## config.mk

```make
export PLATFORM = sky130hd
export DESIGN_NAME = axilite_bk_regfile
export DESIGN_NICKNAME = d
export VERILOG_FILES = /design/src/rtl/axilite_bk_regfile.sv
export SDC_FILE = /design/constraint.sdc
export NUM_CORES = 1
export LEC_CHECK = 0
export ABC_AREA = 1
export ABC_CLOCK_PERIOD_IN_PS = 4200
export BUFFER_PORTS_ARGS = -buffer_cell sky130_fd_sc_hd__buf_2
export CAP_MARGIN = 20
export CORE_MARGIN = 2
export CORE_UTILIZATION = 41
export DETAILED_ROUTE_END_ITERATION = 16
export MAX_ROUTING_LAYER = met4
export PLACE_DENSITY = 0.68
export SLEW_MARGIN = 20
export SYNTH_ARGS = -nofsm -noshare
export SYNTH_HDL_FRONTEND = slang
export SYNTH_SLANG_ARGS = --single-unit
```

## constraint.sdc

```tcl
create_clock -name axi_aclk -period 4.2 [get_ports axi_aclk]
set_input_delay 0.21 -clock axi_aclk [delete_from_list [all_inputs] [get_ports axi_aclk]]
set_output_delay 0.21 -clock axi_aclk [all_outputs]
set_load 0.02 [all_outputs]
```

## src/rtl/axilite_bk_regfile.sv

```systemverilog
// Backend register bank behind the AXI-Lite front end: RW config regs, sampled status,
// saturating error counter, and fixed-latency read return on bk_rdata/bk_rdone.
module axilite_bk_regfile #(
  parameter int unsigned NUM_REGS   = 8,
  parameter int unsigned RD_LATENCY = 2,
  parameter logic [14:0] BASE_ADDR  = 15'h0000
) (
  input  logic                         axi_aclk,
  input  logic                         axi_aresetn,
  input  logic                         bk_wstart,
  input  logic [14:0]                  bk_waddr,
  input  logic [31:0]                  bk_wdata,
  input  logic [3:0]                   bk_wstrb,
  input  logic                         bk_rstart,
  input  logic [14:0]                  bk_raddr,
  output logic [31:0]                  bk_rdata,
  output logic                         bk_rdone,
  input  logic [31:0]                  sts_in,
  output logic [32*(NUM_REGS-2)-1:0]   cfg_out,
  output logic [15:0]                  err_cnt
);

  localparam int unsigned NCFG     = NUM_REGS - 2;
  localparam logic [14:0] STS_IDX  = 15'(NUM_REGS - 2);
  localparam logic [14:0] ERR_IDX  = 15'(NUM_REGS - 1);
  localparam logic [3:0]  LAT_LOAD = 4'(RD_LATENCY - 1);

  typedef enum logic [0:0] {RD_IDLE = 1'b0, RD_WAIT = 1'b1} rd_state_e;

  function automatic logic [14:0] word_idx(input logic [14:0] addr);
    return (addr - BASE_ADDR) >> 2;
  endfunction

  function automatic logic addr_hit(input logic [14:0] addr);
    return (addr >= BASE_ADDR) && (word_idx(addr) < 15'(NUM_REGS));
  endfunction

  function automatic logic [31:0] byte_merge(input logic [31:0] old_v, input logic [31:0] new_v,
                                             input logic [3:0] strb);
    logic [31:0] res;
    for (int b = 0; b < 4; b++) begin
      res[8*b +: 8] = strb[b] ? new_v[8*b +: 8] : old_v[8*b +: 8];
    end
    return res;
  endfunction

  logic [31:0] cfg_q [NCFG];
  logic [31:0] cfg_d [NCFG];
  logic [31:0] sts_q;
  logic [15:0] err_q, err_d;
  rd_state_e   rd_state_q;
  logic [3:0]  lat_cnt_q;
  logic [31:0] hold_q;
  logic        rdone_q;
  logic [31:0] rdata_q;

  logic        w_hit, r_hit, err_clr, rd_idle, rd_acc, rd_rej;
  logic [14:0] w_idx, r_idx;
  logic [31:0] rd_val;
  logic [1:0]  err_inc;
  logic [16:0] err_sum;

  // Write decode, byte-lane merge, read capture mux and error accounting
  always_comb begin
    w_hit   = bk_wstart && addr_hit(bk_waddr);
    r_hit   = addr_hit(bk_raddr);
    w_idx   = word_idx(bk_waddr);
    r_idx   = word_idx(bk_raddr);
    err_clr = w_hit && (w_idx == ERR_IDX) && (|bk_wstrb);
    rd_idle = (rd_state_q == RD_IDLE) && !rdone_q;
    rd_acc  = bk_rstart && rd_idle;
    rd_rej  = bk_rstart && !rd_idle;

    for (int k = 0; k < NCFG; k++) begin
      if (w_hit && (w_idx == 15'(k))) begin
        cfg_d[k] = byte_merge(cfg_q[k], bk_wdata, bk_wstrb);
      end else begin
        cfg_d[k] = cfg_q[k];
      end
    end

    // Reads see the value as it stands after any same-cycle write commits
    rd_val = 32'h0;
    if (!r_hit) begin
      rd_val = 32'h0;
    end else if (r_idx == STS_IDX) begin
      rd_val = sts_q;
    end else if (r_idx == ERR_IDX) begin
      rd_val = err_clr ? 32'h0 : {16'h0, err_q};
    end else begin
      for (int k = 0; k < NCFG; k++) begin
        if (r_idx == 15'(k)) begin
          rd_val = cfg_d[k];
        end else begin
          rd_val = rd_val;
        end
      end
    end

    err_inc = {1'b0, bk_wstart && !w_hit} + {1'b0, rd_acc && !r_hit} + {1'b0, rd_rej};
    err_sum = {1'b0, err_q} + {15'h0, err_inc};
    if (err_clr) begin
      err_d = 16'h0;
    end else if (err_sum[16]) begin
      err_d = 16'hFFFF;
    end else begin
      err_d = err_sum[15:0];
    end
  end

  // Register bank state
  always_ff @(posedge axi_aclk or negedge axi_aresetn) begin
    if (!axi_aresetn) begin
      for (int k = 0; k < NCFG; k++) cfg_q[k] <= 32'h0;
      sts_q <= 32'h0;
      err_q <= 16'h0;
    end else begin
      for (int k = 0; k < NCFG; k++) cfg_q[k] <= cfg_d[k];
      sts_q <= sts_in;
      err_q <= err_d;
    end
  end

  // Read latency FSM; the counter fires at 1 so the pulse lands RD_LATENCY cycles after accept
  always_ff @(posedge axi_aclk or negedge axi_aresetn) begin
    if (!axi_aresetn) begin
      rd_state_q <= RD_IDLE;
      lat_cnt_q  <= 4'h0;
      hold_q     <= 32'h0;
      rdone_q    <= 1'b0;
      rdata_q    <= 32'h0;
    end else begin
      rdone_q <= 1'b0;
      rdata_q <= 32'h0;
      case (rd_state_q)
        RD_IDLE: begin
          if (rd_acc && (RD_LATENCY == 1)) begin
            rdone_q <= 1'b1;
            rdata_q <= rd_val;
          end else if (rd_acc) begin
            rd_state_q <= RD_WAIT;
            lat_cnt_q  <= LAT_LOAD;
            hold_q     <= rd_val;
          end else begin
            rd_state_q <= RD_IDLE;
          end
        end
        RD_WAIT: begin
          if (lat_cnt_q <= 4'h1) begin
            rdone_q    <= 1'b1;
            rdata_q    <= hold_q;
            rd_state_q <= RD_IDLE;
            lat_cnt_q  <= 4'h0;
          end else begin
            lat_cnt_q <= lat_cnt_q - 4'h1;
          end
        end
        default: rd_state_q <= RD_IDLE;
      endcase
    end
  end

  for (genvar g = 0; g < NCFG; g++) begin : g_cfg
    assign cfg_out[32*g +: 32] = cfg_q[g];
  end

  assign err_cnt  = err_q;
  assign bk_rdone = rdone_q;
  assign bk_rdata = rdata_q;

endmodule

```

# Word-level counts from Yosys, hierarchy flattened
# Index checks and enable logic that the tools add are counted.
totals:
  ff_bits: 310
  inputBits: 102
  output_inout_bits: 241
classes:
  addsub: 4
  n_lt_le_gt_ge: 5
  n_eq_ne: 14
  muxes: 52
  bitwise: 1
  n_reduce_logical: 24
op_table:
  columns: ["cell", "n"]
  rows:
  - ["32-bit two-way mux", 17]
  - ["8-bit two-way mux", 24]
  - ["13-bit by 3-bit == test with 1-bit output, second input constant", 7]
  - ["13-bit by 2-bit == test with 1-bit output, second input constant", 4]
  - ["16-bit two-way mux", 3]
  - ["15-bit by 1-bit greater-or-equal comparator with 1-bit output, second input constant", 2]
  - ["15-bit zero test", 2]
  - ["13-bit by 1-bit == test with 1-bit output, second input constant", 2]
  - ["13-bit by 4-bit less-than comparator with 1-bit output, second input constant", 2]
  - ["16-bit by 2-bit adder with 17-bit output", 1]
  - ["1-bit logical AND", 16]
  - ["4-bit two-way mux", 2]
  - ["4-bit case mux with 2 select lines", 1]
  - ["4-bit by 1-bit less-or-equal comparator with 1-bit output, second input constant", 1]
  - ["1-bit zero test", 4]
  - ["1-bit two-way mux", 4]
  - ["4-bit OR reduction", 1]
  - ["4-bit by 1-bit subtractor with 4-bit output, second input constant", 1]
  - ["1-bit by 1-bit adder with 2-bit output", 1]
  - ["2-bit by 1-bit adder with 2-bit output", 1]
  - ["2-bit inequality test, second input constant", 1]
  - ["1-bit case mux with 2 select lines", 1]
  - ["2-bit AND reduction", 1]
  - ["1-bit inverter", 1]

# Longest topological paths before layout
# Gate-level depths: netlist of the first run.
logic_depth:
  depth_word: 14
  mapped_depth: 17
  ltp_nobuf: 17

# Worst setup path before layout of the first run
# No wires, ideal clock.
synth_timing:
  kind: "register to register"
  start: "register rdone_q (netlist: bk_rdone)"
  end: "register err_q[7] (netlist: err_cnt[7])"
  t_arrival_ps: 3203
  t_required_ps: 4064
  setup_slack_ps: 861
  stages_incl_launch_ff: 14
  path_buffers: 1
  cell_sequence: "dfrtp_1 > nor3_4 > clkinv_1 > clkbuf_1 > nor2_1 > fa_1 > ha_1 > fa_1 > nand3_1 > nor3_1 > nand4_1 > nor2_1 > inv_1 > a21oi_1"
synth_between:
  elab_chain_len: 9
  elab_cells_between_ends: 11
synth_lines:
  columns: ["item", "line_no", "rtl"]
  rows:
  - ["start: declaration", "54", "logic rdone_q;"]
  - ["start signal: assignment", "130", "rdone_q <= 1'b0;"]
  - ["start signal: assignment", "133", "rdone_q <= 1'b0;"]
  - ["start signal: assignment", "138", "rdone_q <= 1'b1;"]
  - ["1-bit zero test *", "70", "rd_idle = (rd_state_q == RD_IDLE) && !rdone_q;"]
  - ["1-bit logical AND *", "70", null]
  - ["1-bit logical AND", "71", "rd_acc = bk_rstart && rd_idle;"]
  - ["1-bit logical AND", "100", "err_inc = {1'b0, bk_wstart && !w_hit} + {1'b0, rd_acc && !r_hit} + {1'b0, rd_rej};"]
  - ["1-bit by 1-bit adder with 2-bit output", "100", null]
  - ["2-bit by 1-bit adder with 2-bit output *", "100", null]
  - ["16-bit by 2-bit adder with 17-bit output *", "101", "err_sum = {1'b0, err_q} + {15'h0, err_inc};"]
  - ["16-bit two-way mux *", "104", "end else if (err_sum[16]) begin"]
  - ["16-bit two-way mux *", "102", "if (err_clr) begin"]
  - ["via err_d[7]", "50", "logic [15:0] err_q, err_d;"]
  - ["end signal: assignment", "120", "err_q <= err_d;"]
  - ["end: declaration", "50", null]
# The timed path passes the listed nets; every way through them passes the cells marked *.
# A chain may end at the register's enable or synchronous reset.

# Worst setup path after layout of the first run
layout_timing:
  start: "register rd_state_q"
  end: "register err_q[10] (netlist: err_cnt[10])"
layout_between:
  elab_chain_len: 9
  elab_cells_between_ends: 11
layout_lines:
  columns: ["item", "line_no", "rtl"]
  rows:
  - ["start: declaration", "51", "rd_state_e rd_state_q;"]
  - ["start signal: assignment", "127", "rd_state_q <= RD_IDLE;"]
  - ["start signal: assignment", "141", "rd_state_q <= RD_WAIT;"]
  - ["start signal: assignment", "145", "rd_state_q <= RD_IDLE;"]
  - ["1-bit inverter (no line) *", null, null]
  - ["1-bit logical AND *", "70", null]
  - ["1-bit logical AND", "71", null]
  - ["1-bit logical AND", "100", null]
  - ["1-bit by 1-bit adder with 2-bit output", "100", null]
  - ["2-bit by 1-bit adder with 2-bit output *", "100", null]
  - ["16-bit by 2-bit adder with 17-bit output *", "101", null]
  - ["16-bit two-way mux *", "104", null]
  - ["16-bit two-way mux *", "102", null]
  - ["via err_d[10]", "50", null]
# Marked as above.

==> metrics.md, run 1 <==
| Metric | Value |
|---|---|
| CP endpoint kind | `register` |
| Final hold vios | `0` |
| Worst Slack Setup Final | `0.7547 ns` |
| Top post-synthesis cells by area | `dfrtp_1 (49%), nand2_1 (18%), inv_1 (9.6%), nand3_1 (5.5%), o21ai_0 (4.5%)` |
| Sequential share of the synthesized area | `48.57%` |
| Setup TNS Final | `0 ns` |
| Die height | `201.4 microns` |
| Cell count after synthesis | `2219` |
| Final Critical Period | `3.445 ns` |
| Yosys top cell by area | `dfrtp_1` |
| Clock buffer depth | `3` |
| PortBufs | `338` |
| Fmax | `0.2902 GHz` |
| Async set-reset flop share out of synthesis | `100.0%` |
| CTS tree | `done` |
| Initial core utilization | `41.42%` |
| Final GP Congestion | `0.9404` |
| Most instantiated cells after synthesis | `nand2_1 (745), inv_1 (409), dfrtp_1 (310)` |
| Largest net degree at the start of global routing | `105` |
| Post-CTS Hold Fix Bufs | `49` |
| CP Data Arrival Time | `3.89 ns` |
| Final Util | `52.05%` |
| Final-report max-slew violation count | `0` |
| Final net count | `2696` |
| FP Rows | `72` |
| Worst-Skew Late Latency | `0.56 ns` |
| Drt first pass iters | `6` |
| CP Class | `reg -> reg` |
| Area Growth Syn to Fin | `25.67%` |
| Routed wire per std cell | `18.70 microns` |
| RSZ-0062 raised after global routing | `no` |
| Slew headroom | `30.65%` |
| Most common cell in the netlist | `nand2_1` |
| Count of state elements after synthesis | `310` |
| Drt via density | `5.105` |
| Tot GR Track Use | `29.80%` |
| # H-tree levels | `2` |
| Starting DRC count in detailed routing | `1259` |
| DRC Markers | `0` |
| Clock Skew | `0.01289 ns` |
| Dpl ws | `0.6813 ns` |
| Reg clk slew, reported paths | `0.06 ns` |
| Clock buffer count from CTS | `38` |
| Antenna violations before repair | `7` |
| Least-Margin Pin Slew | `1.032 ns` |
| Worst hold path type | `in -> reg` |
| Syn avg cell area | `7.197 sq um` |
| Detailed-route wire length | `58730 microns` |
| Yosys warning count | `0` |
| Grt ovf | `0` |
| R2r setup slk | `0.75 ns` |
| Setup Buffers After CTS | `0` |
| Syn Std Cell Area | `0.01597 sq mm` |
| Clk sinks | `310` |
| Vias in the first global route | `15490` |
| Final setup vio count | `0` |
| Outcome | `finished, final reports clean` |
| Req. time, crit path | `4.64 ns` |
| Number of routed nets with antenna violations | `0` |
| Power per cell area | `372.6 mW/mm^2` |
| Leakage | `11.34 nW` |
| Crit share post-route | `82.03%` |
| Dpl hpwl | `41680 microns` |
| Design Area, Final | `0.02007 sq mm` |
| IO Pins | `343` |
| Maximum capacitance violations | `0` |
| Placed instance area | `0.01826 sq mm` |
| Syn Nets | `2327` |
| Die width | `201.4 microns` |
| Fraction of layout cells with a size suffix above 1 | `17.71%` |
| Number of distinct library cells after synthesis | `35` |
| Die area | `0.04055 sq mm` |
| Clock root cell | `clkbuf_16` |
| Maximum vdd drop | `245.0 uV` |
| Primary FF master, synth | `dfrtp_1` |
| Post-synth EDFFs | `0` |
| Vias | `16030` |
| Crit-path max FO | `10` |
| Post_cts resized | `0` |
| Global-route wire length before repair | `89560 microns` |
| CP startpoint kind | `register` |
| Core ar. | `0.03856 sq mm` |
| Synth top area share | `48.57%` |
==> logic make-up (layout without fill, tap and decap cells) <==
logic type | count (synthesis) | count (layout) | synth area share, %
AOI/OAI and AO/OA | 250 | 250 | 8.281
xor gates and xnor gates | 15 | 15 | 0.8226
adders and majority gates | 6 | 6 | 0.5641
buffers and inverters | 509 | 905 | 12.21
DFF | 310 | 310 | 48.57
other | 0 | 7 | 0
and+or+nand+nor | 1129 | 1129 | 29.55
==> worst paths after layout <==
kind / startpoint / end / cells past startpoint
setup / recovery: rd_state_q / err_cnt[10] / 13
hold / removal: bk_wdata[16] / cfg_out[112] / 5
setup reg to reg: rd_state_q / err_cnt[10] / 13
hold reg to reg: hold_q[28] / hold_q[28] / 2
max in group asynchronous: axi_aresetn / hold_q[8] / 3
min in group asynchronous: axi_aresetn / cfg_out[59] / 2
==> registers in the layout, indices dropped and copies added, names as in the netlist <==
register	cells
lat_cnt_q	4
err_cnt	16
bk_rdata	32
cfg_out	192
hold_q	32
sts_q	32
rd_state_q	1
bk_rdone	1
==> cell usage in the layout (no fill, tap or decap), types with 4 or more instances in the layout <==
cell / n
nand2_1: 745
inv_1: 408
buf_2: 337
dfrtp_1: 310
nand3_1: 177
o21ai_0: 142
nor2_1: 134
a21oi_1: 59
dlygate4sd3_1: 49
clkbuf_16: 38
nand3b_1: 31
o22ai_1: 31
buf_4: 26
nor3_1: 11
xor2_1: 10
inv_2: 9
o31ai_1: 9
clkbuf_8: 8
diode_2: 7
clkbuf_1: 7
nor2_2: 6
clkinv_1: 5
xnor2_1: 5
o21ai_1: 5
nor3_2: 5
bufinv_16: 5
nor3_4: 4
or2_2: 4
ha_1: 4
clkinv_2: 4
==> cell type report <==
class,count,area (sq um)
inverter,422,1584
clock buffer,53,1087
timing repair buffer,416,2447
antenna,7,17.52
sequential,310,7757
clock inverter,14,219.0
tap,518,648.1
multi-input combinational,1400,6310
fill,3788,18490
==> through the flow <==
stage | instances | hold slack (ns) | power (W)
after detailed placement | 3017 | 0.3122 | 0.004015
after global placement | 3017 | 0.3146 | 0.003993
after CTS | 3133 | 0.005870 | 0.007544
final | 3140 | 0.03169 | 0.007478
after floorplan | 2219 | -0.08559 | 0.003680
after global routing | 3140 | 0.04085 | 0.007767
==> metal layers <==
metal  part of all wire, %  track usage (%)
met2                    48            48.04
met5                     0                -
met1                    39            36.31
met3                   8.3            6.187
met4                   4.1            12.89
==> critical path: stages (launching register included) <==
cell and delay [ns]:
dfrtp_1 0.43, nor3_4 0.42, clkinv_1 0.17, nor2_1 0.24, fa_1 0.46, ha_1 0.23, fa_1 0.45, nand3_1 0.15
nor3_1 0.11, nand4_1 0.16, nor2_1 0.08, buf_4 0.17, o21ai_0 0.19, inv_1 0.06
==> power breakdown <==
part	internal, W	switching (W)
Combinational	0.000261	0.000586
Sequential	0.00307	0.0000913
Clock	0.00212	0.00135
Total	0.00545	0.00203
Power figures use the tool's default switching activity.
==> run 2: changes to the inputs <==
- ABC_CLOCK_PERIOD_IN_PS: 4200 -> 3200
- clock period: 4.2 -> 3.2 ns (I/O delays scaled with it)
==> run 2 against run 1 <==
  * Maximum frequency up 18%
  * Largest cell class unchanged
  * Utilization grew 0.83 points
  * Wire length is 0.50% lower
  * Clock skew is 0.0035 ns higher
  * Combinational power up 38%
  * Setup slack worse by 0.48 ns
==> metrics.md, run 2 (synthesis results as in run 1) <==
| Metric | Value |
|---|---|
| Routed wire per std cell | `18.43 microns` |
| Drt via density | `5.079` |
| Multi-input logic area | `0.006317 sq mm` |
| CP startpoint kind | `register` |
| CP cell instances | `nor3_4, clkinv_2, nor2_1, fa_1, ha_1, fa_1, nand3_1, nor3_2, nand4_1, nor2_2, buf_4, o21ai_0, inv_1` |
| Most common cell after layout, fill and taps aside | `nand2_1` |
| Antenna violations before repair | `3` |
| Family with the most delay on the worst path | `adder cells` |
| Maximum capacitance violations | `0` |
| Worst-Skew Late Latency | `0.56 ns` |
| Reg area | `0.007757 sq mm` |
| Final Critical Period | `2.922 ns` |
| # placed instances | `3039` |
| Reg clk slew, reported paths | `0.06 ns` |
| DRC Markers | `0` |
| Leakage | `11.51 nW` |
| Final GP Congestion | `0.9653` |
| CP Data Arrival Time | `3.36 ns` |
| Clock root cell | `clkbuf_16` |
| Design Area, Final | `0.02039 sq mm` |
| Fraction of layout cells with a size suffix above 1 | `18.35%` |
| Non-Filler Instances | `3170` |
| Crit path largest cell delay | `0.46 ns` |
| Die height | `201.4 microns` |
| Final Util | `52.88%` |
| Vias in the first global route | `15590` |
| Crit share post-route | `91.30%` |
| Final hold vios | `0` |
| CP Class | `reg -> reg` |
| Tot GR Track Use | `29.64%` |
| # H-tree levels | `2` |
| Initial core utilization | `41.42%` |
| Dpl hpwl | `42200 microns` |
| Die width | `201.4 microns` |
| Grt ovf | `0` |
| Final setup vio count | `0` |
| Maximum vdd drop | `436.6 uV` |
| Final net count | `2730` |
| Max reg flops | `192` |
| Slew headroom | `48.95%` |
| Filler Cell Count | `3798` |
| Placed instance area | `0.01845 sq mm` |
| Setup TNS Final | `0 ns` |
| Crit path buffers/inverters | `3` |
| Die area | `0.04055 sq mm` |
| Slowest stage cell, crit path | `fa_1` |
| Fmax | `0.3423 GHz` |
| Core ar. | `0.03856 sq mm` |
| Clock Skew | `0.01638 ns` |
| Global-route wire length before repair | `89570 microns` |
| Clk sinks | `310` |
| Clock buffer depth | `3` |
| Worst Slack Setup Final | `0.2783 ns` |
| Largest net degree at the start of global routing | `93` |
| CTS tree | `done` |
| Power per cell area | `484.9 mW/mm^2` |
| Least-Margin Pin Slew | `0.7658 ns` |
| IO Pins | `343` |
| Crit-path max FO | `4` |
| Setup Buffers After CTS | `0` |
| CP endpoint kind | `register` |
| Number of routed nets with antenna violations | `0` |
| Area Growth Syn to Fin | `27.67%` |
| FP Rows | `72` |
| Starting DRC count in detailed routing | `1241` |
| Detailed-route wire length | `58430 microns` |
| Req. time, crit path | `3.64 ns` |
| Worst hold path type | `in -> reg` |
| Most frequent cells in the layout | `nand2_1 (745), inv_1 (409), buf_2 (337)` |
| PortBufs | `338` |
| Final-report max-slew violation count | `0` |
| RSZ-0062 raised after global routing | `no` |
| Drt first pass iters | `6` |
| Dpl ws | `0.01324 ns` |
| Clock buffer count from CTS | `39` |
| Vias | `16100` |
| Critical Path Most Common Cell | `fa_1` |
| Outcome | `finished, final reports clean` |
[run 2: area by class of cell]
class	instances	area share [%]
sequential	310	38.05
antenna	3	0.03682
timing repair buffer	449	13.48
clock inverter	12	0.9082
inverter	422	7.775
multi-input combinational	1400	30.98
clock buffer	56	5.596
tap	518	3.179
[run 2: final timing paths]
check                              from      endpoint  slack [ns]  cells past startpoint
hold reg to reg               hold_q[5]     hold_q[5]        0.48                      2
max in group asynchronous   axi_aresetn    hold_q[19]        2.02                      3
setup reg to reg             rd_state_q   err_cnt[10]        0.28                     13
min in group asynchronous   axi_aresetn   cfg_out[18]        0.26                      2
hold / removal             bk_wdata[25]  cfg_out[121]        0.04                      5
setup / recovery             rd_state_q   err_cnt[10]        0.28                     13
[run 2: metal layers]
metal	GRT usage [%]	up-vias	share of wire, %
li1	-	7610	-
met1	36.68	7626	40
met2	47.98	755	48
met3	6.301	108	8.8
met4	10.77	0	3.7
met5	-	-	0
[run 2: power breakdown]
| group | total [W] | internal [W] | switching [W] | leakage (nW) |
|---|---|---|---|---|
| Sequential | 0.00414 | 0.00403 | 0.000112 | 3.55 |
| Combinational | 0.00117 | 0.000380 | 0.000788 | 7.31 |
| Clock | 0.00458 | 0.00280 | 0.00178 | 0.648 |
[run 2: through the flow]
stage / total power (W) / hold slack (ns)
after floorplan: 0.004831 / -0.1356
after global placement: 0.005274 / 0.2524
after detailed placement: 0.005304 / 0.2591
after CTS: 0.009972 / 0.01183
after global routing: 0.01029 / 0.04549
final: 0.009886 / 0.04486
[run 2: timing repair]
item / in CTS / in global routing
endpoints found under the hold margin: 172 / 0
resized for setup: 0 / 1
endpoints found under the setup margin: 0 / 1
hold buffers: 60 / 0
[run 2: tightest hold or removal path, stage by stage]
cell and delay (ns):
buf_2 0.13, nor2_1 0.08, nand2_1 0.09, nand2_1 0.05
inv_1 0.04
